File: src/rtl/stream_operand_mux.sv
// stream_operand_mux: NUM_IN-way valid/ready operand selector with one
// registered output stage, direct-select or round-robin arbitration.
//
// Ports:
//   clk, rst     - rising-edge clock, synchronous active-high reset
//   in_data      - NUM_IN packed channels, channel i at [i*WIDTH +: WIDTH]
//   in_valid     - per-channel valid
//   in_ready     - per-channel ready, combinational, one-hot or zero
//   mode         - 0 = direct select by sel, 1 = round-robin
//   sel          - channel index used in direct mode
//   out_data     - registered selected beat
//   out_src      - channel index that supplied out_data
//   out_valid    - output stage holds an unconsumed beat
//   out_ready    - downstream accepts the beat
//   xfer_count   - accepted input beats, wraps modulo 2^CNT_W
module stream_operand_mux #(
    parameter int WIDTH  = 8,
    parameter int NUM_IN = 4,
    parameter int SEL_W  = 2,
    parameter int CNT_W  = 16
) (
    input  logic                    clk,
    input  logic                    rst,
    input  logic [NUM_IN*WIDTH-1:0] in_data,
    input  logic [NUM_IN-1:0]       in_valid,
    output logic [NUM_IN-1:0]       in_ready,
    input  logic                    mode,
    input  logic [SEL_W-1:0]        sel,
    output logic [WIDTH-1:0]        out_data,
    output logic [SEL_W-1:0]        out_src,
    output logic                    out_valid,
    input  logic                    out_ready,
    output logic [CNT_W-1:0]        xfer_count
);

    logic [WIDTH-1:0] chan [NUM_IN];
    logic [SEL_W-1:0] rr_ptr;
    logic [SEL_W-1:0] grant;
    logic [SEL_W-1:0] next_ptr;
    logic             has_grant;
    logic             load;
    logic             xfer;
    int               idx;

    for (genvar g = 0; g < NUM_IN; g++) begin : g_chan
        assign chan[g] = in_data[g*WIDTH +: WIDTH];
    end

    // The output register may take a new beat whenever it is empty or
    // being drained this cycle, so a steady stream sees no bubbles.
    assign load = !out_valid || out_ready;

    always_comb begin
        has_grant = 1'b0;
        grant     = '0;
        idx       = 0;
        if (!mode) begin
            grant     = sel;
            has_grant = int'(sel) < NUM_IN;
        end else begin
            // Search starts at rr_ptr and wraps; first valid channel wins.
            for (int k = 0; k < NUM_IN; k++) begin
                idx = int'(rr_ptr) + k;
                if (idx >= NUM_IN) begin
                    idx = idx - NUM_IN;
                end
                if (!has_grant && in_valid[idx]) begin
                    has_grant = 1'b1;
                    grant     = SEL_W'(idx);
                end
            end
        end
    end

    always_comb begin
        in_ready = '0;
        for (int i = 0; i < NUM_IN; i++) begin
            in_ready[i] = load && has_grant && (grant == SEL_W'(i));
        end
    end

    assign xfer = load && has_grant && in_valid[grant];

    assign next_ptr = (int'(grant) == NUM_IN - 1) ? '0 : grant + 1'b1;

    always_ff @(posedge clk) begin
        if (rst) begin
            out_data   <= '0;
            out_src    <= '0;
            out_valid  <= 1'b0;
            xfer_count <= '0;
            rr_ptr     <= '0;
        end else if (xfer) begin
            out_data   <= chan[grant];
            out_src    <= grant;
            out_valid  <= 1'b1;
            xfer_count <= xfer_count + 1'b1;
            if (mode) begin
                rr_ptr <= next_ptr;
            end
        end else if (load) begin
            // Drained with nothing to replace it; data/src keep last beat.
            out_valid <= 1'b0;
        end
    end

endmodule

File: config.mk
export PLATFORM = sky130hd
export DESIGN_NAME = stream_operand_mux
export DESIGN_NICKNAME = d
export VERILOG_FILES = /design/src/rtl/stream_operand_mux.sv
export SDC_FILE = /design/constraint.sdc
export NUM_CORES = 1
export LEC_CHECK = 0
export ABC_CLOCK_PERIOD_IN_PS = 5930
export BUFFER_PORTS_ARGS = -buffer_cell sky130_fd_sc_hd__buf_2
export CAP_MARGIN = 20
export CORE_UTILIZATION = 50
export DETAILED_ROUTE_END_ITERATION = 7
export PLACE_DENSITY = 0.8
export SETUP_SLACK_MARGIN = 0.02
export SLEW_MARGIN = 20
export SYNTH_ARGS = -nofsm -noshare
export SYNTH_HDL_FRONTEND = slang
export SYNTH_SLANG_ARGS = --single-unit
File: constraint.sdc
create_clock -name clk -period 5.93 [get_ports clk]
set_input_delay 0.593 -clock clk [delete_from_list [all_inputs] [get_ports clk]]
set_output_delay 0.593 -clock clk [all_outputs]
set_load 0.02 [all_outputs]
==> flow_summary.toml <==
[floorplanning]
start_util = 0.5412
core_sq_um = 3799
row_count = 22
dieArea_sq_um = 4372
die_y_um = 66.12
io_pins = 73
die_x_um = 66.12

[logic_synthesis]
synth_top_area_frac = 0.2824
synth_area_leader_cell = "dfxtp_1"
synthArstFlopShare = 0
ys_warn_count = 0
syn-instance-count = 250
synth_area_sq_um = 2056
synth_edf_count = 0
ys_types = 51
synth_area_leaders = "dfxtp_1, o31ai_1, nand3_1, mux2_2, o21ai_0"
avgSynthCellArea_sq_um = 8.223
ys_seq_elements = 29
ys_seq_area_frac = 0.2824
synth-main-ff-cell = "dfxtp_1"
synth_fp_nets = 297

[grt]
grt-ovfl-total = 0
grt_pass1_wl_um = 8293
grt_pass1_vias = 1808
antenna_found_initial = 0
grt_max_degree = 36
grtUsageTotal = 0.2452

[worst_setup_path]
regToRegSetupSlack_ns = 2.99
worstPathRequired_ns = 5.34
endpoint = "in_ready[3]"
cp_cell_sequence = "buf_2 -> or3b_1 -> o2111a_1 -> a211oi_4 -> inv_2 -> ha_1 -> and2_1 -> buf_2"
reg2reg_to = "out_data[6]"
crit_fanout = 21
r2r_start = "rr_ptr[1]"
arrival_ns = 2.55
end_kind = "primary output"
crit_cells = 8
max_stage_delay_ns = 0.41
crit_top_cell = "buf_2"
crit_buf_inv = 3
crit_type = "in -> out"
cp_top_family = "compound AO/OA/AOI/OAI gates"
crit_start = "in_valid[2]"
ff2ff_path_depth = 8
start_kind = "input port"
cpMaxStageDelayCell = "a211oi_4"

[timing]
fin_crit_sh = 0.5292
setup_viol = 0
hold_ws_ns = 0.4924
tightest_slew_ns = 0.8096
min_period_ns = 3.138
slew_headroom = 0.4566
hold_viol = 0
fin_tns_setup_ns = 0
finalClockSkew_ns = 0.005854
rsz0062_at_grt = "false"
fmaxAchievable_ghz = 0.3186
drv_slew = 0

[cts]
ctsLongestPathBuffers = 2
cts.sinks = 29
clockRootBuffer = "clkbuf_8"
cts_resized = 0
clk_pin_slew_ns = 0.06
cts_hold_buffers = 0
postCtsSetupBuffers = 0
insertion_delay_ns = 0.28
tritoncts = "built"
htreeDepth = 2
cts_made_buffers = 5

[route]
drc_errors = 0
routedWlPerCell_um = 14.53
dr.pass1.iters = 4
vias_per_cell = 6.047
dr.first_iter.drc_count = 246
ant_nets = 0
drt-total-wl_um = 5200
vias = 2165

[job]
drv_cap = 0

[placed_design]
gp_congestion = 0.8397
hpwl_um = 3623
port_buffers = 72

[finish]
nFillCells = 346
layout_common_cells = "buf_2, dfxtp_1, nand3_1"
nets = 356
diodes = 0
drive_gt1_frac = 0.3290
final_common_cell = "buf_2"
area_growth_pct = 20.45
utilization = 0.6518

[worst_hold_path]
min_from = "xfer_count[14]"
hp-class = "reg -> reg"

[run_status]
status = "complete, no violations"

[power]
vdd_ir_drop_max_mv = 0.1778
p_per_area_nw_per_um2 = 234.8
leakagePower_nw = 1.058
==> stage by stage <==
| step | area, sq um | std cells | total power [mW] | setup WS (ns) |
|---|---|---|---|---|
| after floorplan | 2056 | 250 | 0.3713 | 2.961 |
| after global placement | 2390 | 350 | 0.4229 | 2.790 |
| after detailed placement | 2390 | 350 | 0.4252 | 2.686 |
| after CTS | 2476 | 358 | 0.5830 | 2.814 |
| after global routing | 2476 | 358 | 0.6158 | 2.635 |
| final | 2476 | 358 | 0.5813 | 2.792 |
==> how the worst min path moves through the flow <==
stage,end,slack (ns),depth (start not counted)
final,xfer_count[14],0.49,2
after floorplan,xfer_count[10],0.56,2
after CTS,xfer_count[14],0.49,2
after global placement,xfer_count[6],0.47,2
after detailed placement,out_src[0],0.48,1
after global routing,xfer_count[14],0.51,2
==> cell usage after synthesis, types with 7 or more instances <==
master and count:
mux2_2 10, a21oi_1 11, nand2_1 7, buf_2 9, nor2b_1 8, nor2_1 10, o211ai_1 9, or4_1 8
clkbuf_1 9, o31ai_1 16, o21ai_0 19, dfxtp_1 29, nand3_1 23
==> metal layers <==
layer / GRT usage / vias up / wire length, um
met5: 0 / - / 0
met4: 0.07447 / 0 / 23
met3: 0.05000 / 5 / 355
met2: 0.3673 / 92 / 2367
met1: 0.3498 / 996 / 2452
li1: - / 1072 / -
==> cells by family (layout without fill, tap and decap cells) <==
kind of cell / after synthesis / after routing / share of synthesized area
buffers and inverters: 29 / 89 / 0.06390
AND/OR/NAND/NOR: 94 / 94 / 0.2623
flip-flops: 29 / 29 / 0.2824
multiplexers: 18 / 18 / 0.1029
adder cells (fa/ha/maj): 5 / 5 / 0.03043
AO/OA/AOI/OAI: 75 / 75 / 0.2581
==> final cells by class <==
type,count,area (sq um),area share
clock buffer,5,68.82,0.02779
clock inverter,3,17.52,0.007074
inverter,6,22.52,0.009096
multi-input combinational,192,1344,0.5427
sequential,29,580.6,0.2345
tap,48,60.06,0.02425
timing repair buffer,75,382.9,0.1546
==> sequential cells by signal, summed over array words and instances (netlist names) <==
signal,cells
out_data,8
out_src,2
out_valid,1
xfer_count,16
rr_ptr,2
==> tightest hold or removal path, stage by stage (launching register included) <==
cell and delay [ns]:
dfxtp_1 0.33, o31ai_1 0.06, a21oi_1 0.05
==> where the power goes <==
group	total [mW]	switching (mW)	internal [mW]
registers	0.228	0.0158	0.212
clock network	0.158	0.0776	0.0808
logic	0.195	0.121	0.0739
Note: power is estimated with default switching activity, not from simulation.
